File: config.mk
export PLATFORM = sky130hd
export DESIGN_NAME = ins_encode_flat
export DESIGN_NICKNAME = d
export VERILOG_FILES = /design/src/rtl/ins_encode_pkg.sv /design/src/rtl/ins_encode_if.sv /design/src/rtl/ins_encode_out_reg.sv /design/src/rtl/ins_encode.sv /design/src/flat_wrapper.sv
export SDC_FILE = /design/constraint.sdc
export NUM_CORES = 1
export LEC_CHECK = 0
export CORE_AREA = 2 2 101 78
export DETAILED_ROUTE_END_ITERATION = 10
export DIE_AREA = 0 0 103 80
export HOLD_SLACK_MARGIN = 0.1
export SLEW_MARGIN = 20
export SYNTH_ARGS = -nofsm -noshare
export SYNTH_HDL_FRONTEND = slang
export SYNTH_SLANG_ARGS = --single-unit
File: constraint.sdc
create_clock -name clk -period 1.9 [get_ports clk]
set_input_delay 0.38 -clock clk [delete_from_list [all_inputs] [get_ports clk]]
set_output_delay 0.38 -clock clk [all_outputs]
set_load 0.05 [all_outputs]
File: src/rtl/ins_encode_pkg.sv
// ins_pkg: shared constants and types for the instruction encoder.
//   - opcode width and the opcode reserved for PREFIX words
//   - bit positions of the fields in the 12-bit instruction word
//   - encoder FSM state type
//   - fits_imm5(): true when an immediate sign-extends from 5 bits
package ins_pkg;

  localparam int          OP_W      = 4;
  localparam int          RD_W      = 3;
  localparam int          INST_W    = 12;
  localparam int          IMM_MAX_W = 13;
  localparam logic [3:0]  PFX_OP    = 4'hF;

  localparam int OP_MSB   = 11;
  localparam int OP_LSB   = 8;
  localparam int RD_MSB   = 7;
  localparam int RD_LSB   = 5;
  localparam int IMM5_MSB = 4;
  localparam int IMM5_LSB = 0;

  typedef enum logic [1:0] {
    IDLE      = 2'd0,
    EMIT_PFX  = 2'd1,
    EMIT_MAIN = 2'd2
  } state_t;

  // The caller sign-extends its immediate to IMM_MAX_W bits first; sign
  // extension does not change whether bits [MSB:4] are all equal.
  function automatic logic fits_imm5(input logic [IMM_MAX_W-1:0] imm);
    return (imm[IMM_MAX_W-1:4] == '0) || (imm[IMM_MAX_W-1:4] == '1);
  endfunction

endpackage

File: src/rtl/ins_encode_if.sv
// ins_encode_if: groups the field-input handshake, the instruction-word
// output handshake and the status outputs of the encoder.
//   master : the encoder itself (accepts fields, drives words/status)
//   slave  : the surroundings (sequencer drives fields, bus drives out_ready)
// Signals: in_valid/in_ready/in_op/in_rd/in_imm, out_valid/out_ready/inst/
//          inst_is_pfx, err_illegal, word_cnt.
interface ins_encode_if #(
  parameter int IMM_W = 13,
  parameter int CNT_W = 16
) ();

  logic             in_valid;
  logic             in_ready;
  logic [3:0]       in_op;
  logic [2:0]       in_rd;
  logic [IMM_W-1:0] in_imm;
  logic             out_valid;
  logic             out_ready;
  logic [11:0]      inst;
  logic             inst_is_pfx;
  logic             err_illegal;
  logic [CNT_W-1:0] word_cnt;

  modport master (
    input  in_valid, in_op, in_rd, in_imm, out_ready,
    output in_ready, out_valid, inst, inst_is_pfx, err_illegal, word_cnt
  );

  modport slave (
    output in_valid, in_op, in_rd, in_imm, out_ready,
    input  in_ready, out_valid, inst, inst_is_pfx, err_illegal, word_cnt
  );

endinterface

File: src/rtl/ins_encode_out_reg.sv
// ins_out_reg: output holding register for the instruction bus.
//   load/load_inst/load_pfx : new word to present (takes priority over a
//                             transfer in the same cycle, giving back-to-back)
//   out_ready               : downstream accepts the presented word
//   out_valid/inst/inst_is_pfx : presented word, held while stalled
//   word_cnt                : saturating count of transferred words
module ins_out_reg
  import ins_pkg::*;
#(
  parameter int CNT_W = 16
) (
  input  logic             clk,
  input  logic             rst_n,
  input  logic             load,
  input  logic [11:0]      load_inst,
  input  logic             load_pfx,
  input  logic             out_ready,
  output logic             out_valid,
  output logic [11:0]      inst,
  output logic             inst_is_pfx,
  output logic [CNT_W-1:0] word_cnt
);

  logic             valid_reg;
  logic [11:0]      inst_reg;
  logic             pfx_reg;
  logic [CNT_W-1:0] cnt_reg;
  logic             fire;

  assign fire = valid_reg && out_ready;

  always_ff @(posedge clk or negedge rst_n) begin
    if (!rst_n) begin
      valid_reg <= 1'b0;
      inst_reg  <= 12'h000;
      pfx_reg   <= 1'b0;
    end else if (load) begin
      valid_reg <= 1'b1;
      inst_reg  <= load_inst;
      pfx_reg   <= load_pfx;
    end else if (fire) begin
      valid_reg <= 1'b0;
    end
  end

  always_ff @(posedge clk or negedge rst_n) begin
    if (!rst_n) begin
      cnt_reg <= '0;
    end else if (fire && (cnt_reg != '1)) begin
      cnt_reg <= cnt_reg + 1'b1;
    end
  end

  assign out_valid   = valid_reg;
  assign inst        = inst_reg;
  assign inst_is_pfx = pfx_reg;
  assign word_cnt    = cnt_reg;

endmodule

File: src/rtl/ins_encode.sv
// ins_encode: turns decoded operation fields into 12-bit instruction words.
// Immediates that do not sign-extend from 5 bits are issued as a PREFIX word
// (PFX_OP, imm[IMM_W-1:5]) followed by the main word (op, rd, imm[4:0]).
// Ports: clk, rst_n (async active-low), bus (ins_encode_if.master) carrying
//        the field handshake, the word handshake, err_illegal and word_cnt.
module ins_encode
  import ins_pkg::*;
#(
  parameter int         IMM_W  = 13,
  parameter logic [3:0] PFX_OP = ins_pkg::PFX_OP,
  parameter int         CNT_W  = 16
) (
  input logic          clk,
  input logic          rst_n,
  ins_encode_if.master bus
);

  state_t      state_reg, state_next;
  logic [3:0]  op_reg, op_next;
  logic [2:0]  rd_reg, rd_next;
  logic [4:0]  imm5_reg, imm5_next;
  logic        err_reg, err_next;

  logic        load;
  logic [11:0] load_inst;
  logic        load_pfx;
  logic        out_valid;
  logic        in_ready;
  logic        accept;

  logic [IMM_MAX_W-1:0] imm_sx;
  logic [7:0]           pfx_bits;

  // Sign-extend the immediate to the width fits_imm5() expects, and build the
  // zero-extended upper part that travels in the PREFIX word.
  generate
    for (genvar gi = 0; gi < IMM_MAX_W; gi++) begin : g_sx
      if (gi < IMM_W) begin : g_in
        assign imm_sx[gi] = bus.in_imm[gi];
      end else begin : g_ext
        assign imm_sx[gi] = bus.in_imm[IMM_W-1];
      end
    end
    for (genvar gi = 0; gi < 8; gi++) begin : g_pfx
      if (gi < IMM_W - 5) begin : g_in
        assign pfx_bits[gi] = bus.in_imm[gi+5];
      end else begin : g_zero
        assign pfx_bits[gi] = 1'b0;
      end
    end
  endgenerate

  // Ready only in IDLE when the output slot is empty or draining this cycle;
  // held low throughout reset.
  assign in_ready = rst_n && (state_reg == IDLE) && (!out_valid || bus.out_ready);
  assign accept   = bus.in_valid && in_ready;

  always_ff @(posedge clk or negedge rst_n) begin
    if (!rst_n) begin
      state_reg <= IDLE;
      op_reg    <= 4'h0;
      rd_reg    <= 3'd0;
      imm5_reg  <= 5'd0;
      err_reg   <= 1'b0;
    end else begin
      state_reg <= state_next;
      op_reg    <= op_next;
      rd_reg    <= rd_next;
      imm5_reg  <= imm5_next;
      err_reg   <= err_next;
    end
  end

  always_comb begin
    state_next = state_reg;
    op_next    = op_reg;
    rd_next    = rd_reg;
    imm5_next  = imm5_reg;
    err_next   = 1'b0;
    load       = 1'b0;
    load_inst  = 12'h000;
    load_pfx   = 1'b0;
    case (state_reg)
      IDLE: begin
        if (accept) begin
          if (bus.in_op == PFX_OP) begin
            err_next = 1'b1;
          end else if (fits_imm5(imm_sx)) begin
            load      = 1'b1;
            load_inst = {bus.in_op, bus.in_rd, bus.in_imm[4:0]};
          end else begin
            load       = 1'b1;
            load_inst  = {PFX_OP, pfx_bits};
            load_pfx   = 1'b1;
            op_next    = bus.in_op;
            rd_next    = bus.in_rd;
            imm5_next  = bus.in_imm[4:0];
            state_next = EMIT_PFX;
          end
        end
      end
      EMIT_PFX: begin
        // out_valid is always set here, so out_ready alone means transfer.
        if (bus.out_ready) begin
          load       = 1'b1;
          load_inst  = {op_reg, rd_reg, imm5_reg};
          state_next = EMIT_MAIN;
        end
      end
      EMIT_MAIN: begin
        if (bus.out_ready) begin
          state_next = IDLE;
        end
      end
      default: state_next = IDLE;
    endcase
  end

  ins_out_reg #(
    .CNT_W(CNT_W)
  ) u_out_reg (
    .clk        (clk),
    .rst_n      (rst_n),
    .load       (load),
    .load_inst  (load_inst),
    .load_pfx   (load_pfx),
    .out_ready  (bus.out_ready),
    .out_valid  (out_valid),
    .inst       (bus.inst),
    .inst_is_pfx(bus.inst_is_pfx),
    .word_cnt   (bus.word_cnt)
  );

  assign bus.out_valid   = out_valid;
  assign bus.in_ready    = in_ready;
  assign bus.err_illegal = err_reg;

endmodule

File: src/flat_wrapper.sv
// flat-port wrapper written by rule: the top's interface ports become plain ports
module ins_encode_flat import ins_pkg::*;
#(
  parameter int         IMM_W  = 13,
  parameter logic [3:0] PFX_OP = ins_pkg::PFX_OP,
  parameter int         CNT_W  = 16
)
  (clk, rst_n, bus_in_valid, bus_in_op, bus_in_rd, bus_in_imm, bus_out_ready, bus_in_ready, bus_out_valid, bus_inst, bus_inst_is_pfx, bus_err_illegal, bus_word_cnt);
  ins_encode_if #(.IMM_W(IMM_W), .CNT_W(CNT_W)) bus_i ();
  input logic clk;
  input logic rst_n;
  input wire logic [$bits(bus_i.in_valid)-1:0] bus_in_valid;
  input wire logic [$bits(bus_i.in_op)-1:0] bus_in_op;
  input wire logic [$bits(bus_i.in_rd)-1:0] bus_in_rd;
  input wire logic [$bits(bus_i.in_imm)-1:0] bus_in_imm;
  input wire logic [$bits(bus_i.out_ready)-1:0] bus_out_ready;
  output wire logic [$bits(bus_i.in_ready)-1:0] bus_in_ready;
  output wire logic [$bits(bus_i.out_valid)-1:0] bus_out_valid;
  output wire logic [$bits(bus_i.inst)-1:0] bus_inst;
  output wire logic [$bits(bus_i.inst_is_pfx)-1:0] bus_inst_is_pfx;
  output wire logic [$bits(bus_i.err_illegal)-1:0] bus_err_illegal;
  output wire logic [$bits(bus_i.word_cnt)-1:0] bus_word_cnt;
  assign bus_i.in_valid = bus_in_valid;
  assign bus_i.in_op = bus_in_op;
  assign bus_i.in_rd = bus_in_rd;
  assign bus_i.in_imm = bus_in_imm;
  assign bus_i.out_ready = bus_out_ready;
  assign bus_in_ready = bus_i.in_ready;
  assign bus_out_valid = bus_i.out_valid;
  assign bus_inst = bus_i.inst;
  assign bus_inst_is_pfx = bus_i.inst_is_pfx;
  assign bus_err_illegal = bus_i.err_illegal;
  assign bus_word_cnt = bus_i.word_cnt;
  ins_encode #(.IMM_W(IMM_W), .PFX_OP(PFX_OP), .CNT_W(CNT_W)) u_core (.clk(clk), .rst_n(rst_n), .bus(bus_i));
endmodule
==> flow_metrics.env, run 1 <==
export IMPL_cts_root_buf="clkbuf_8"
export IMPL_syn2layout_area_growth_pct=42.5
export IMPL_ys_seq_area_share_pct=49.7
export IMPL_cts_buffers=5
export IMPL_initialDrtViolationCount=49
export IMPL_track_usage_pct=15.0
export IMPL_cp_num_cells=1
export IMPL_yosys_area_top_type_share_pct=49.7
export IMPL_cts_clk_slew_worst_paths_ns=0.09
export IMPL_die_area_um2=8240
export IMPL_syn_avg_cell_area_um2=11.2
export IMPL_cp_top_family="buffers and inverters"
export IMPL_fmax_ghz=0.543
export IMPL_final_seq_area_um2=1130
export IMPL_ir_drop_mv=0.496
export IMPL_synth_area_leader_cell="dfrtp_1"
export IMPL_netlist_area_um2=2270
export IMPL_setup_viol=0
export IMPL_num_antenna_cells=0
export IMPL_routed_wl_um=5780
export IMPL_crit_chain="clkdlybuf4s50_1"
export IMPL_grt_max_degree=46
export IMPL_fill_cells=719
export IMPL_post_route_drc_count=0
export IMPL_p_leak_uw=0.00149
export IMPL_crit_slowest_cell="clkdlybuf4s50_1"
export IMPL_setup_tns_ns=0
export IMPL_place_area_um2=3130
export IMPL_r2r_start="u_core.state_reg[0]$_DFFE_PN0P_"
export IMPL_cap_violations=0
export IMPL_io_buffers=55
export IMPL_vias=1903
export IMPL_crit_path_start_kind="flip-flop"
export IMPL_power_density_nw_per_um2=1260
export IMPL_initial_core_util_pct=31.4
export IMPL_r2r_end="u_core.op_reg[3]$_DFFE_PN0P_"
export IMPL_drt_pass1_iter_count=4
export IMPL_cts_tree="done"
export IMPL_die_h_um=80
export IMPL_synth_edff_count=0
export IMPL_clock_latency_ns=0.30
export IMPL_synthTopCellsByCount="dfrtp_1 (45), nand2_1 (25), o21ai_0 (11), a21oi_1 (10)"
export IMPL_hpwl_um=4380
export IMPL_die_x_um=103
export IMPL_setup_worst_path_class="flip-flop to output pin"
export IMPL_grt_pass1_wl_um=9630
export IMPL_place_gp_congestion=0.776
export IMPL_cp_end_kind="output pin"
export IMPL_async_reset_ff_share_pct=100
export IMPL_cp_arrival_ns=1.46
export IMPL_ys_warn_count=0
export IMPL_multiInputGateArea_um2=1120
export IMPL_cp_data_required_time_ns=1.52
export IMPL_fin_crit_sh_pct=96.9
export IMPL_final_design_area_no_fill_um2=3230
export IMPL_nets=318
export IMPL_worst_slew_pin_slew_ns=0.585
export IMPL_core_area_um2=7230
export IMPL_ctsHoldBuffers=0
export IMPL_synthesis_nets=227
export IMPL_grt_pass1_vias=1842
export IMPL_rows=27
export IMPL_vias_per_cell=4.82
export IMPL_crit_fanout=2
export IMPL_slew_viol_final=0
export IMPL_cts_sinks=45
export IMPL_synth_flop_cell="dfrtp_1"
export IMPL_synth_distinct_cells=53
export IMPL_largest_register_ffs=16
export IMPL_slew_headroom_pct=61.0
export IMPL_rr_worst_depth=4
export IMPL_status="completed"
export IMPL_fin_cells=395
export IMPL_rsz0062_at_grt="no"
export IMPL_ys_seq_elements=45
export IMPL_ant_nets=0
export IMPL_cts_buffer_depth=2
export IMPL_hold_viol_final=0
export IMPL_h_tree_depth=2
export IMPL_skew_ns=0.00861
export IMPL_synthTopCellsByArea="dfrtp_1 (50%), mux2_4 (4.6%), nand2_1 (4.1%)"
export IMPL_drt_wirelength_per_cell_um=14.6
export IMPL_hold_path_class="primary input to asynchronous set/reset pin"
export IMPL_ios=56
export IMPL_placed_cells=387
export IMPL_r2r_slack_ns=0.18
export IMPL_path_buf_inv=1
export IMPL_slowest_delay_ns=0.80
export IMPL_fin_crit_ns=1.84
export IMPL_drive_above_1_share_pct=33.3
export IMPL_grt_antenna_before_repair=0
export IMPL_yosysMostFrequentCell="dfrtp_1"
export IMPL_synth_cells=202
export IMPL_overflow=0
==> worst max path at each step <==
stage | from | endpoint | slack, ns
2_1_floorplan | u_core.u_out_reg.out_valid$_DFFE_PN0P_ | bus_in_ready | 0.006
3_3_place_gp | bus_in_imm[9] | u_core.imm5_reg[0]$_DFFE_PN0P_ | -0.18
3_5_place_dp | bus_in_imm[9] | u_core.rd_reg[2]$_DFFE_PN0P_ | -0.22
4_1_cts | bus_out_ready | bus_in_ready | 0.02
5_1_grt | bus_out_ready | bus_in_ready | 0.01
6_report | u_core.u_out_reg.inst[5]$_DFFE_PN0P_ | bus_inst[5] | 0.06
==> repair_timing <==
item / 4_1_cts / 5_1_grt
buffers inserted: 0 / 0
endpoints found under the setup margin: 0 / 1
resized for setup: 0 / 1
endpoints found under the hold margin: 0 / 0
==> placed cells by master (no fill, tap or decap), types with 3 or more instances in the layout <==
master	netlist	final
dfrtp_1	45	43
nand3_1	8	8
mux2_2	6	6
clkdlybuf4s50_1	0	26
nand2_1	25	25
buf_4	0	60
nor2_1	5	5
clkbuf_8	0	6
nand4_1	5	5
o21ai_0	11	11
a21oi_1	10	10
a311o_1	3	3
and2_1	3	3
mux2_4	7	7
xnor2_1	4	4
and3_1	5	5
a31oi_1	3	3
a22oi_1	6	6
xor2_1	8	8
==> final cells by class <==
type,instances,area share [%]
clock buffers,6,2.56
flip-flops and latches,45,34.9
clock inverters,2,0.426
well taps,101,3.91
multi-input cells,150,34.5
repair buffers,89,23.4
inverters,2,0.232
==> power by group <==
group          total (µW)  leakage (µW)  internal [µW]  switching (µW)
clock                 622     0.0000512            295             327
sequential           1560      0.000561           1300             261
combinational        1880      0.000877            753            1120
==> routing by layer <==
layer	GRT usage (%)	vias up	share of wire, %
li1	-	938	-
met5	0	-	0
met2	21.9	40	43
met4	3.55	0	0.87
met1	23.0	920	53
met3	2.63	5	3.4
==> cell families (layout without fill, tap and decap cells) <==
family / Yosys count / in the layout / synth area share, %
simple gates: 78 / 78 / 21.4
flops: 45 / 45 / 49.7
compound gates: 46 / 46 / 14.5
mux: 13 / 13 / 7.62
buf+inv: 7 / 99 / 1.60
fa+ha+maj: 1 / 1 / 0.552
xor+xnor: 12 / 12 / 4.64
==> stage by stage <==
stage	utilization [%]	hold slack (ns)	power [µW]	worst slack, ns
after floorplan	-	0.0844	2760	0.00610
after global placement	43.3	0.478	3430	-0.179
after detailed placement	43.3	0.476	3460	-0.223
after CTS	44.6	0.244	4100	0.0219
after global routing	44.7	0.283	4290	0.0123
final	44.7	0.225	4060	0.0586
No activity file was read; power rests on OpenSTA's default activity.
==> inputs of run 2 (changes only) <==
Settings changed: TNS_END_PERCENT set to 10.
==> run 2 against run 1 <==
Compared with the run above:
- via count is 0.95% higher
- combinational power barely moved
- die area unchanged
- cell area is 1.0% higher
- flip-flop and latch count stayed put
- final cell count grew 0.76%
- first-iteration DRC count up 10%
- critical path type unchanged
- largest power group unchanged
- highest routed layer unchanged
==> flow_metrics.env, run 2 (synthesis gave the netlist of run 1 again) <==
export IMPL_status="completed"
export IMPL_cap_violations=0
export IMPL_fin_crit_ns=1.85
export IMPL_die_area_um2=8240
export IMPL_place_gp_congestion=0.808
export IMPL_grt_pass1_vias=1978
export IMPL_fmax_ghz=0.542
export IMPL_cts_clk_slew_worst_paths_ns=0.09
export IMPL_largest_register_ffs=16
export IMPL_top_usage_layer="met2"
export IMPL_cp_data_required_time_ns=1.52
export IMPL_h_tree_depth=2
export IMPL_clock_latency_ns=0.29
export IMPL_die_h_um=80
export IMPL_crit_chain="clkdlybuf4s50_1"
export IMPL_p_leak_uw=0.00152
export IMPL_initial_core_util_pct=31.4
export IMPL_cts_tree="done"
export IMPL_grt_antenna_before_repair=0
export IMPL_ir_drop_mv=0.451
export IMPL_skew_ns=0.00664
export IMPL_drt_wirelength_per_cell_um=14.4
export IMPL_slew_viol_final=0
export IMPL_r2r_slack_ns=0.11
export IMPL_grtUsageMet1_pct=22.2
export IMPL_syn2layout_area_growth_pct=43.9
export IMPL_path_buf_inv=1
export IMPL_place_worst_setup_slack_ns=-0.254
export IMPL_crit_slowest_cell="clkdlybuf4s50_1"
export IMPL_cts_buffer_depth=2
export IMPL_vias=1921
export IMPL_r2r_start="u_core.state_reg[1]$_DFFE_PN0P_"
export IMPL_r2r_end="u_core.op_reg[3]$_DFFE_PN0P_"
export IMPL_routed_wl_um=5750
export IMPL_setup_ws_ns=0.0544
export IMPL_cts_sinks=45
export IMPL_setup_viol=0
export IMPL_crit_fanout=2
export IMPL_hold_path_class="primary input to asynchronous set/reset pin"
export IMPL_grt_met2_usage_pct=22.5
export IMPL_slew_headroom_pct=62.1
export IMPL_post_route_drc_count=0
export IMPL_cp_top_family="buffers and inverters"
export IMPL_cts_setup_buffers=0
export IMPL_crit_path_start_kind="flip-flop"
export IMPL_use_met3_pct=3.06
export IMPL_power_density_nw_per_um2=1280
export IMPL_die_x_um=103
export IMPL_vias_per_cell=4.83
export IMPL_cp_end_kind="output pin"
export IMPL_setup_worst_path_class="flip-flop to output pin"
export IMPL_io_buffers=55
export IMPL_rsz0062_at_grt="no"
export IMPL_track_usage_pct=15.0
export IMPL_worst_slew_pin_slew_ns=0.568
export IMPL_layout_commonest_cell="buf_4"
export IMPL_hold_viol_final=0
export IMPL_num_antenna_cells=0
export IMPL_initialDrtViolationCount=54
export IMPL_overflow=0
export IMPL_hold_slack_ns=0.229
export IMPL_fin_cells=398
export IMPL_cts_buffers=5
export IMPL_grt_pass1_wl_um=9720
export IMPL_hpwl_um=4390
export IMPL_slowest_delay_ns=0.81
export IMPL_rr_worst_depth=4
export IMPL_setup_tns_ns=0
export IMPL_nets=321
export IMPL_drive_above_1_share_pct=33.7
export IMPL_cp_arrival_ns=1.47
export IMPL_cts_root_buf="clkbuf_8"
export IMPL_core_area_um2=7230
export IMPL_ant_nets=0
export IMPL_placed_cells=390
export IMPL_fin_crit_sh_pct=97.1
export IMPL_ios=56
export IMPL_final_cell_mix="buf_4 (65), dfrtp_1 (45), nand2_1 (25), clkdlybuf4s50_1 (25), o21ai_0 (11)"
export IMPL_grt_max_degree=46
export IMPL_rows=27
export IMPL_drt_pass1_iter_count=4
run 2: cell count changes in the layout (fill, tap and decap cells not counted), sizes merged:
cell,before,now
clkbuf,6,7
clkdlybuf4s50,26,25
buf,63,67
clkinv,2,0
bufinv,0,1
run 2: layout make-up:
type	instances	area, µm²
Sequential cell	45	1130
Clock inverter	1	30.0
Fill cell	707	3970
Inverter	2	7.51
Multi-Input combinational cell	150	1120
Clock buffer	7	86.3
Timing Repair Buffer	92	763
Tap cell	101	126
run 2: routing by layer:
layer	share of wire, %	up-vias
met5	0	-
met3	4.3	4
met4	0.73	0
met2	44	43
li1	-	943
met1	51	931
run 2: report_power, final:
part	switching, µW	internal (µW)
Clock	317	429
Sequential	257	1290
Combinational	1140	753
run 2: how the worst max path moves through the flow:
stage	from	endpoint	cells after the start
4_1_cts	u_core.u_out_reg.inst[6]$_DFFE_PN0P_	bus_inst[6]	1
6_report	u_core.u_out_reg.inst[6]$_DFFE_PN0P_	bus_inst[6]	1
3_3_place_gp	bus_in_imm[5]	u_core.rd_reg[2]$_DFFE_PN0P_	5
5_1_grt	u_core.u_out_reg.inst[6]$_DFFE_PN0P_	bus_inst[6]	1
2_1_floorplan	u_core.u_out_reg.word_cnt[0]$_DFFE_PN0P_	u_core.u_out_reg.word_cnt[8]$_DFFE_PN0P_	4
3_5_place_dp	bus_in_imm[5]	u_core.imm5_reg[2]$_DFFE_PN0P_	5
run 2: metrics by stage:
step | instance area, µm² | total power, µW | util (%)
floorplan | 2270 | 2760 | -
global placement | 3130 | 3420 | 43.3
detailed placement | 3130 | 3460 | 43.3
CTS | 3260 | 4230 | 45.0
global route | 3260 | 4430 | 45.1
finish | 3260 | 4190 | 45.1
run 2: repair_timing:
item / in CTS / in global routing
hold buffers: 0 / 0
gates resized for setup: 1 / 1
setup endpoints to repair: 1 / 1
